===== src/rtl/motor_cmd_sequencer.sv =====
// Per-wheel speed sequencer: bounded-rate magnitude slewing with a zero-speed dead interval before reversals.
// Optional build macro MOTOR_SEQ_MIRROR_EN inverts the motor2_sign output for a mirror-mounted wheel.
module motor_cmd_sequencer #(
  parameter int TICK_DIV   = 1000,
  parameter int STEP       = 5,
  parameter int DEAD_TICKS = 2,
  parameter int MAX_MAG    = 100
) (
  input  logic       clk,
  input  logic       reset,
  input  logic       cmd_valid,
  output logic       cmd_ready,
  input  logic [7:0] cmd_m1,
  input  logic [7:0] cmd_m2,
  input  logic       estop,
  output logic       motor1_sign,
  output logic [6:0] motor1_upperlimit,
  output logic       motor2_sign,
  output logic [6:0] motor2_upperlimit,
  output logic       busy
);

`ifdef MOTOR_SEQ_MIRROR_EN
  localparam logic MIRROR = 1'b1;
`else
  localparam logic MIRROR = 1'b0;
`endif

  localparam int PW = (TICK_DIV > 2) ? $clog2(TICK_DIV) : 1;
  localparam int DW = (DEAD_TICKS > 1) ? $clog2(DEAD_TICKS + 1) : 1;
  localparam logic [PW-1:0] TICK_LAST = PW'(TICK_DIV - 1);
  localparam logic [DW-1:0] DEAD_INIT = DW'(DEAD_TICKS);
  localparam logic [6:0]    STEP7     = 7'(STEP);

  typedef enum logic [1:0] {IDLE, RAMP, DEAD} state_t;

  logic [PW-1:0] presc;
  logic          tick;

  state_t        state_q [2];
  state_t        state_d [2];
  logic [6:0]    mag_q   [2];
  logic [6:0]    mag_d   [2];
  logic          sgn_q   [2];
  logic          sgn_d   [2];
  logic [6:0]    tmag_q  [2];
  logic [6:0]    tmag_d  [2];
  logic          tsgn_q  [2];
  logic          tsgn_d  [2];
  logic [DW-1:0] dcnt_q  [2];
  logic [DW-1:0] dcnt_d  [2];
  logic [7:0]    cmd     [2];
  logic          accept;
  logic          ready_d;
  logic          busy_d;

  // -128 has no positive 8-bit twin; its 8-bit magnitude reads as 128 and clamps like any other overrange value
  function automatic logic [6:0] clamp_mag(input logic [7:0] c);
    logic [7:0] a;
    a = c[7] ? (~c + 8'd1) : c;
    if (a > 8'(MAX_MAG)) return 7'(MAX_MAG);
    return a[6:0];
  endfunction

  assign tick   = (presc == TICK_LAST);
  assign cmd[0] = cmd_m1;
  assign cmd[1] = cmd_m2;
  assign accept = cmd_valid & cmd_ready & ~estop;

  // Next-state for both motors; ramp work happens only on tick and always against the old target
  always_comb begin
    logic [6:0] delta;
    logic [6:0] nmag;
    logic       differs;
    delta   = '0;
    nmag    = '0;
    differs = 1'b0;
    for (int i = 0; i < 2; i++) begin
      state_d[i] = state_q[i];
      mag_d[i]   = mag_q[i];
      sgn_d[i]   = sgn_q[i];
      tmag_d[i]  = tmag_q[i];
      tsgn_d[i]  = tsgn_q[i];
      dcnt_d[i]  = dcnt_q[i];
      differs    = (tmag_q[i] != mag_q[i]) ||
                   ((tmag_q[i] != 7'd0) && (tsgn_q[i] != sgn_q[i]));

      case (state_q[i])
        IDLE, RAMP: begin
          if (tick && (state_q[i] == RAMP || differs)) begin
            if (tsgn_q[i] == sgn_q[i] || tmag_q[i] == 7'd0) begin
              if (mag_q[i] < tmag_q[i]) begin
                delta = tmag_q[i] - mag_q[i];
                if (delta > STEP7) delta = STEP7;
                nmag = mag_q[i] + delta;
              end else begin
                delta = mag_q[i] - tmag_q[i];
                if (delta > STEP7) delta = STEP7;
                nmag = mag_q[i] - delta;
              end
              mag_d[i]   = nmag;
              state_d[i] = (nmag == tmag_q[i]) ? IDLE : RAMP;
            end else begin
              // Reversal: bleed off magnitude first, sign only moves once we sit at zero
              delta = (mag_q[i] > STEP7) ? STEP7 : mag_q[i];
              nmag  = mag_q[i] - delta;
              mag_d[i] = nmag;
              if (nmag == 7'd0) begin
                state_d[i] = DEAD;
                dcnt_d[i]  = DEAD_INIT;
              end else begin
                state_d[i] = RAMP;
              end
            end
          end else if (state_q[i] == IDLE && differs) begin
            state_d[i] = RAMP;
          end
        end
        DEAD: begin
          if (tick) begin
            if (tsgn_q[i] == sgn_q[i]) begin
              dcnt_d[i]  = '0;
              state_d[i] = (tmag_q[i] == 7'd0) ? IDLE : RAMP;
            end else if (dcnt_q[i] <= DW'(1)) begin
              dcnt_d[i]  = '0;
              sgn_d[i]   = tsgn_q[i];
              state_d[i] = (tmag_q[i] == 7'd0) ? IDLE : RAMP;
            end else begin
              dcnt_d[i] = dcnt_q[i] - DW'(1);
            end
          end
        end
        default: state_d[i] = IDLE;
      endcase

      if (accept) begin
        tmag_d[i] = clamp_mag(cmd[i]);
        tsgn_d[i] = (cmd[i] == 8'd0) ? sgn_q[i] : ~cmd[i][7];
      end

      if (estop) begin
        state_d[i] = IDLE;
        mag_d[i]   = '0;
        sgn_d[i]   = sgn_q[i];
        tmag_d[i]  = '0;
        tsgn_d[i]  = sgn_q[i];
        dcnt_d[i]  = '0;
      end
    end
    ready_d = ~estop & (state_d[0] != DEAD) & (state_d[1] != DEAD);
    busy_d  = (state_d[0] != IDLE) | (state_d[1] != IDLE);
  end

  // State and output registers; outputs are loaded from next-state so every port is a flop
  always_ff @(posedge clk) begin
    if (reset) begin
      presc       <= '0;
      cmd_ready   <= 1'b0;
      busy        <= 1'b0;
      motor2_sign <= ~MIRROR;
      for (int i = 0; i < 2; i++) begin
        state_q[i] <= IDLE;
        mag_q[i]   <= '0;
        sgn_q[i]   <= 1'b1;
        tmag_q[i]  <= '0;
        tsgn_q[i]  <= 1'b1;
        dcnt_q[i]  <= '0;
      end
    end else begin
      presc       <= tick ? '0 : presc + PW'(1);
      cmd_ready   <= ready_d;
      busy        <= busy_d;
      motor2_sign <= sgn_d[1] ^ MIRROR;
      for (int i = 0; i < 2; i++) begin
        state_q[i] <= state_d[i];
        mag_q[i]   <= mag_d[i];
        sgn_q[i]   <= sgn_d[i];
        tmag_q[i]  <= tmag_d[i];
        tsgn_q[i]  <= tsgn_d[i];
        dcnt_q[i]  <= dcnt_d[i];
      end
    end
  end

  assign motor1_sign       = sgn_q[0];
  assign motor1_upperlimit = mag_q[0];
  assign motor2_upperlimit = mag_q[1];

endmodule


===== config.mk =====
export PLATFORM = sky130hd
export DESIGN_NAME = motor_cmd_sequencer
export DESIGN_NICKNAME = d
export VERILOG_FILES = /design/src/rtl/motor_cmd_sequencer.sv
export SDC_FILE = /design/constraint.sdc
export NUM_CORES = 1
export LEC_CHECK = 0
export CAP_MARGIN = 30
export CORE_MARGIN = 2
export CORE_UTILIZATION = 45
export DETAILED_ROUTE_END_ITERATION = 10
export SETUP_SLACK_MARGIN = 0.5
export SLEW_MARGIN = 20
export SYNTH_ARGS = -nofsm -noshare
export SYNTH_HDL_FRONTEND = slang
export SYNTH_SLANG_ARGS = --single-unit
export TNS_END_PERCENT = 100

===== constraint.sdc =====
create_clock -name clk -period 8.4 [get_ports clk]
set_clock_uncertainty 0.2 [all_clocks]
set_input_delay 1.68 -clock clk [delete_from_list [all_inputs] [get_ports clk]]
set_output_delay 1.68 -clock clk [all_outputs]
set_load 0.02 [all_outputs]

# Word level (Yosys, flattened, before mapping)
# Memories as Yosys holds them, arrays and structs flattened.
# Index checks and enable logic that the tools add are counted.
# op_classes
n_addsub,15
n_mul,0
n_div,0
order_cmp,12
n_eq_ne,15
shifts,0
muxes,121
n_bitwise,22
n_reduce_logical,27
# op_table
op,count
$mux W7,50
$mux W2,34
$sub A7 B7 Y7,8
$gt A7 B3 Y1 const B,6
$mux W1,31
$logic_not A7 Y1,4
$add A8 B1 Y8 const B,2
$gt A8 B7 Y1 const B,2
$logic_not A8 Y1,2
$mux W8,2
$not A8 Y8,2
$pmux W2 S2,4
$add A7 B7 Y7,2
$eq A7 B7 Y1,2
$lt A7 B7 Y1,2
$ne A7 B7 Y1,2
$reduce_bool A7 Y1,2
$or A1 B1 Y1,13
$add A10 B1 Y10 const B,1
$eq A10 B10 Y1 const B,1
$logic_and A1 B1 Y1,6
$logic_or A1 B1 Y1,6
$reduce_or A2 Y1,3
$and A1 B1 Y1,4
10 further kinds,21
# totals
regBits,13
latchBits,0
ramBits,40
mem_bits_ro,0
inputBits,20
out_inout_bits,18
word_cells,222
n_memories,6
# memory_table
name,depth,width,read_ports,rd_ports_with_merged_regs,write_ports,line_no,source
mag_q,2,7,2,0,2,42,logic [6:0] mag_q [2];
tmag_q,2,7,2,0,2,46,logic [6:0] tmag_q [2];
dcnt_q,2,2,2,0,2,50,logic [DW-1:0] dcnt_q [2];
state_q,2,2,2,0,2,40,state_t state_q [2];
sgn_q,2,1,2,0,2,44,logic sgn_q [2];
tsgn_q,2,1,2,0,2,48,logic tsgn_q [2];

# Depth between registers and ports, before layout
# Gate-level depths: netlist (run 1).
# logic_depth
ltp_word,21
ltp_mapped,22
mapped_depth_nobuf,21

# Worst setup path after synthesis (run 1)
# Ideal clock, no wire load.
# synth_path
path_type,register -> register
from,memory mag_q[0][1]
to,register busy
setup_time_ps,120
arrival_time_ps,4521
required_ps,8080
slack_ps,3560
stages_incl_launch_ff,20
n_path_buf,0
period_less_slack_ps,4840
cell_sequence,dfxtp_1 inv_1 ha_1 nand3b_1 a221o_1 a221oi_2 o2111a_1 and2_1 ha_1 nand2_1 o21ai_0 fa_1 nand2b_1 a21oi_1 a21o_1 a21oi_1 xnor2_1 xnor3_1 o31a_1 a211o_1
# synth_lines
element,line_no,source
start: declaration,42,
end signal: assignment,172,busy <= busy_d;
end: declaration,20,output logic busy

==> impl_metrics.json, run 1 <==
{
  "grt_first_pass_wirelength_mm": 21.7,
  "max_freq_ghz": 0.191,
  "layout.nets": 763,
  "synth_edf_count": 0,
  "p_leak_nw": 2.28,
  "num_antenna_cells": 0,
  "hold_depth": 1,
  "final_cell_mix": "76 x nor2_1, 59 x nand2_1, 52 x dfxtp_1",
  "cts_tree": "yes",
  "period_needed_ps": 5240,
  "start_kind": "flip-flop",
  "hold_buffers": 0,
  "htree_levels": 2,
  "synth_ff_type": "dfxtp_1",
  "synth.avg_cell_area_um2": 7.54,
  "core_area_um2": 10900,
  "cts.sinks": 52,
  "post-route-period-util_pct": 62.4,
  "grt_max_degree": 32,
  "synth_nets": 746,
  "area_growth_pct": 11.7,
  "finalSetupTns_ps": 0,
  "syn_inst": 674,
  "first_pass_iters": 5,
  "power_density_nw_per_um2": 120,
  "die_h_um": 110,
  "drive_above_1_share_pct": 3.32,
  "detailed_place_hpwl_mm": 10.4,
  "reg2reg_depth": 18,
  "cts_made_buffers": 5,
  "holdCritStartpoint": "presc[0]$_SDFF_PP0_",
  "rr_endpoint": "busy$_SDFF_PP0_",
  "drv_cap": 0,
  "crit_fanout": 11,
  "yosysWarnings": 0,
  "synth_seq_area_share_pct": 20.5,
  "async_flop_share_pct": 0,
  "routedWlPerCell_um": 15.7,
  "drt_iter0_drc": 423,
  "grt_pass1_vias": 4346,
  "cts_setup_buffers": 0,
  "drc_errors": 0,
  "setup_ws_ps": 3160,
  "gp_congestion": 0.941,
  "num_rows": 38,
  "ys_seq_elements": 52,
  "whs_endpoint": "presc[0]$_SDFF_PP0_",
  "final_hold_viol_count": 0,
  "grtUsageTotal_pct": 22.6,
  "use_met1_pct": 33.7,
  "grt-ovfl-total": 0,
  "dp.cells": 822,
  "drv_slew": 0,
  "reg2reg_from": "mag_q[0][1]$_SDFFE_PP0P_",
  "clockBufferDepth": 2,
  "slew_headroom_pct": 49.9,
  "wl_mm": 13.1,
  "ys_types": 65,
  "finalSetupViolCount": 0,
  "nFillCells": 1082,
  "cts_root_buf": "clkbuf_16",
  "required_ps": 8380,
  "fp.dieArea_um2": 12200,
  "port_buffers": 37,
  "start_util_pct": 46.5,
  "critical_path.endpoint_type": "flip-flop",
  "busiest_layer": "met2",
  "fin_util_pct": 51.9,
  "rsz0062_at_grt": "no",
  "clk_pin_slew_ps": 80,
  "status": "complete, no violations",
  "synth.cell_area_um2": 5080,
  "use_met3_pct": 3.23,
  "ir_worst_vdd_v": 0.000119,
  "hold_class": "flip-flop to flip-flop",
  "viasPerCell": 5.74,
  "place_ws_ps": 3180,
  "reg2reg_slack_ps": 3160,
  "ant_nets": 0,
  "stdcell_count": 832,
  "met2_usage_pct": 35.0,
  "fp.dieW_um": 110,
  "worst_slew_pin_slew_ps": 744,
  "io_pins": 38,
  "crit_arrival_ps": 5230,
  "clock_latency_ps": 300,
  "cts_resized": 0,
  "crit_type": "flip-flop to flip-flop",
  "antenna_found_initial": 0,
  "vias": 4773,
  "final_common_cell": "nor2_1",
  "timing.hold.ws_ps": 247
}
[state kept, by name, summed over array words and instances (netlist names), 2 cells and up]
register and cells:
tmag_q 14, dcnt_q 4, tsgn_q 2, state_q 4, presc 10, mag_q 14
[critical path, stage by stage (launching register included)]
cell	delay (ps)
dfxtp_1	590
inv_1	260
ha_1	380
nor2b_1	140
o21ai_0	240
a21oi_1	150
o41ai_2	620
and2_1	230
o21ai_0	80
ha_1	220
fa_1	390
nand2b_1	160
a21oi_1	190
a21o_1	140
a21oi_1	70
xnor2_1	240
xnor3_1	250
o31a_1	310
a211o_1	260
[stage by stage]
stage / instance area [um2] / power [mW]
2_1_floorplan: 5080 / 0.425
3_5_place_dp: 5510 / 0.471
4_1_cts: 5660 / 0.687
3_3_place_gp: 5510 / 0.471
5_1_grt: 5680 / 0.724
6_report: 5680 / 0.682
[synth_stat cells (5+ instances only)]
| cell type | n | area [um2] |
|---|---|---|
| nor2_1 | 76 | 285 |
| nand2_1 | 59 | 221 |
| dfxtp_1 | 52 | 1040 |
| inv_1 | 47 | 176 |
| ha_1 | 46 | 576 |
| a21oi_1 | 45 | 225 |
| o21ai_0 | 41 | 205 |
| xnor2_1 | 32 | 280 |
| clkbuf_1 | 25 | 93.8 |
| nor3_1 | 21 | 105 |
| xor2_1 | 21 | 184 |
| nand2b_1 | 19 | 119 |
| nor2b_1 | 13 | 81.3 |
| a21o_1 | 10 | 75.1 |
| and2_1 | 10 | 62.6 |
| mux2i_1 | 10 | 100 |
| nand3_1 | 9 | 45.0 |
| nor4_1 | 9 | 56.3 |
| a22oi_1 | 8 | 60.1 |
| nand4_1 | 7 | 43.8 |
| o211ai_1 | 7 | 52.6 |
| a211oi_1 | 6 | 45.0 |
| a221oi_1 | 6 | 52.6 |
| fa_1 | 6 | 120 |
| o21a_1 | 6 | 45.0 |
| or3_1 | 5 | 31.3 |
[layer usage]
layer  wire length [um]  vias to the layer above
met5                  0                        -
met3                644                        8
li1                   -                     2413
met1               6600                     2229
met4                 79                        0
met2               5760                      123
[kinds of logic after synthesis]
group           Yosys count  share of synthesized area, %
xor+xnor                 55                          10.0
buf+inv                  77                          6.03
compound gates          179                          23.8
fa+ha+maj                52                          13.7
simple gates            248                          23.8
mux                      11                          2.19
flops                    52                          20.5
[layout make-up]
| class | instances | area [um2] | share of cell area, % |
|---|---|---|---|
| multi-input cells | 545 | 3730 | 65.8 |
| flip-flops and latches | 52 | 1040 | 18.3 |
| repair buffers | 40 | 395 | 6.97 |
| inverters | 47 | 176 | 3.11 |
| well taps | 140 | 175 | 3.09 |
| clock buffers | 5 | 125 | 2.20 |
| clock inverters | 3 | 27.5 | 0.485 |
[worst max-delay path by stage]
stage	end	start	slack, ps
2_1_floorplan	busy$_SDFF_PP0_	mag_q[0][1]$_SDFFE_PP0P_	3560
3_3_place_gp	busy$_SDFF_PP0_	mag_q[0][2]$_SDFFE_PP0P_	3330
3_5_place_dp	busy$_SDFF_PP0_	mag_q[0][1]$_SDFFE_PP0P_	3180
5_1_grt	busy$_SDFF_PP0_	mag_q[0][1]$_SDFFE_PP0P_	2730
4_1_cts	busy$_SDFF_PP0_	mag_q[0][1]$_SDFFE_PP0P_	3140
6_report	busy$_SDFF_PP0_	mag_q[0][1]$_SDFFE_PP0P_	3160
[where the power goes]
part,total (mW),switching [mW],leakage (nW),internal (mW)
logic,0.212,0.112,1.79,0.101
clock network,0.216,0.103,0.0719,0.113
registers,0.254,0.00356,0.421,0.250
(Power assumes the default switching activity.)
==> inputs of run 2 (changes only) <==
==> constraint.sdc (replaced) <==
create_clock -name clk -period 4.9 [get_ports clk]
set_clock_uncertainty 0.2 [all_clocks]
set_input_delay 0.98 -clock clk [delete_from_list [all_inputs] [get_ports clk]]
set_output_delay 0.98 -clock clk [all_outputs]
set_load 0.02 [all_outputs]
==> run 2 against run 1 <==
Compared with the run above: cell area increased by 14%; sequential share of layout area is 1.7 points lower; clock-buffer cell count unchanged; critical path depth rose by 1; critical path type unchanged.
==> impl_metrics.json, run 2 (synthesis results as in run 1) <==
{
  "crit_type": "flip-flop to flip-flop",
  "start_kind": "flip-flop",
  "vias": 5078,
  "start_util_pct": 46.5,
  "io_pins": 38,
  "startpoint": "mag_q[0][1]$_SDFFE_PP0P_",
  "fp.dieW_um": 110,
  "fp.dieArea_um2": 12200,
  "die_h_um": 110,
  "routedWlPerCell_um": 16.7,
  "crit_path_cell_trace": "clkinvlp_4 -> ha_4 -> nand3b_1 -> a221o_1 -> a221oi_2 -> o2111a_1 -> and2_4 -> ha_4 -> nand2_4 -> o21ai_2 -> fa_2 -> nand2b_4 -> a21oi_4 -> a21o_1 -> a21oi_2 -> xnor2_2 -> xnor3_1 -> o31a_1 -> a211o_1",
  "drc_errors": 0,
  "first_pass_iters": 5,
  "clockBufferDepth": 2,
  "grt_pass1_vias": 4715,
  "reg2reg_from": "mag_q[0][1]$_SDFFE_PP0P_",
  "ant_nets": 0,
  "grtUsageTotal_pct": 24.6,
  "holdCritStartpoint": "presc[0]$_SDFF_PP0_",
  "drt_iter0_drc": 452,
  "slowest_delay_ps": 420,
  "hold_buffers": 0,
  "critical_path.endpoint_type": "flip-flop",
  "cts_made_buffers": 5,
  "grt-ovfl-total": 0,
  "p_leak_nw": 2.59,
  "wl_mm": 14.7,
  "area_growth_pct": 27.7,
  "num_antenna_cells": 0,
  "crit_family": "compound AO/OA/AOI/OAI gates",
  "rsz0062_at_grt": "yes",
  "ir_worst_vdd_v": 0.000216,
  "hold_class": "flip-flop to flip-flop",
  "clock_latency_ps": 310,
  "cts_root_buf": "clkbuf_16",
  "max_freq_ghz": 0.227,
  "num_rows": 38,
  "drv_cap": 0,
  "rr_endpoint": "busy$_SDFF_PP0_",
  "path_common_cell": "ha_4",
  "setup_ws_ps": 493,
  "critPathBufInv": 1,
  "slowest_stage": "fa_2",
  "slew_headroom_pct": 44.2,
  "detailed_place_hpwl_mm": 10.8,
  "place_ws_ps": 83.9,
  "final_hold_viol_count": 0,
  "finalSetupViolCount": 0,
  "antenna_found_initial": 0,
  "power_density_nw_per_um2": 198,
  "grt_first_pass_wirelength_mm": 23.3,
  "required_ps": 4890,
  "status": "complete, no violations",
  "core_area_um2": 10900,
  "largestRegisters": "mag_q: 14 flops, tmag_q: 14 flops, presc: 10 flops",
  "viasPerCell": 5.80,
  "clk_pin_slew_ps": 80,
  "post-route-period-util_pct": 89.9,
  "grt_max_degree": 32,
  "cts_tree": "yes",
  "drive_above_1_share_pct": 21.0,
  "layout.nets": 806,
  "final_common_cell": "nor2_1",
  "crit_fanout": 3,
  "cts.sinks": 52,
  "worst_slew_pin_slew_ps": 829,
  "cp_num_cells": 19,
  "finalSetupTns_ps": 0,
  "final_cell_mix": "73 x nor2_1, 58 x nand2_1, 44 x buf_4",
  "reg2reg_depth": 19,
  "gp_congestion": 0.912,
  "crit_arrival_ps": 4400,
  "htree_levels": 2,
  "port_buffers": 37,
  "drv_slew": 0,
  "period_needed_ps": 4410,
  "cp-endpoint": "busy$_SDFF_PP0_",
  "reg2reg_slack_ps": 490
}
## run 2: changes by cell type in the layout (fill, tap and decap cells not counted), moves of 6 or more
cell	change
fa_2	+6
dfxtp_4	+8
buf_4	+43
ha_4	+12
fa_1	-6
o21ai_0	-9
a21oi_1	-9
inv_1	-7
a21oi_2	+7
dfxtp_1	-13
o21ai_1	+6
ha_1	-17
## run 2: metal layers
layer  GRT usage [%]  up-vias  wire length, um
met5               0        -                0
met4            6.52        0              246
met3            5.35       24              944
met2            38.3      150             6500
met1            34.5     2400             6960
li1                -     2504                -
## run 2: timing repair
item	in CTS	in global routing
pin swaps	30	38
hold endpoints to repair	0	0
gates resized for setup	48	47
buffers inserted	13	15
setup endpoints to repair	5	7
## run 2: final cells by class
class,count,area [um2]
fill,1003,4440
clock buffer,5,125
timing repair buffer,83,723
inverter,47,189
clock inverter,3,22.5
multi-input combinational,545,4180
tap,140,175
sequential,52,1080
## run 2: stage by stage
step	util [%]	total power, mW	area (um2)	cells	hold slack (ps)
final	59.4	1.29	6490	875	246
after global routing	59.4	1.36	6490	875	273
after CTS	56.3	1.23	6160	860	250
after detailed placement	52.4	0.827	5730	839	240
after global placement	52.4	0.822	5730	839	224
after floorplan	-	0.739	5180	674	213
## run 2: worst min-delay path by stage
stage,end,slack [ps],cells past startpoint
CTS,presc[0]$_SDFF_PP0_,250,1
global route,presc[0]$_SDFF_PP0_,270,1
floorplan,presc[0]$_SDFF_PP0_,210,1
global placement,presc[0]$_SDFF_PP0_,220,1
finish,presc[0]$_SDFF_PP0_,250,1
detailed placement,presc[0]$_SDFF_PP0_,240,1
## run 2: report_power, final
part           switching (mW)  internal [mW]  leakage (nW)
combinational           0.239          0.248          2.08
clock                   0.177          0.192        0.0742
sequential            0.00618          0.425         0.430
total                   0.423          0.864          2.59
==> inputs of run 3 (changes only) <==
--- a/config.mk
+++ b/config.mk
@@ -8,6 +8,7 @@
 export CAP_MARGIN = 30
 export CORE_MARGIN = 2
 export CORE_UTILIZATION = 45
+export CTS_CLUSTER_SIZE = 12
 export DETAILED_ROUTE_END_ITERATION = 10
 export SETUP_SLACK_MARGIN = 0.5
 export SLEW_MARGIN = 20
==> results of run 3 <==
Final layout, timing and power as in run 2 (identical DEF).
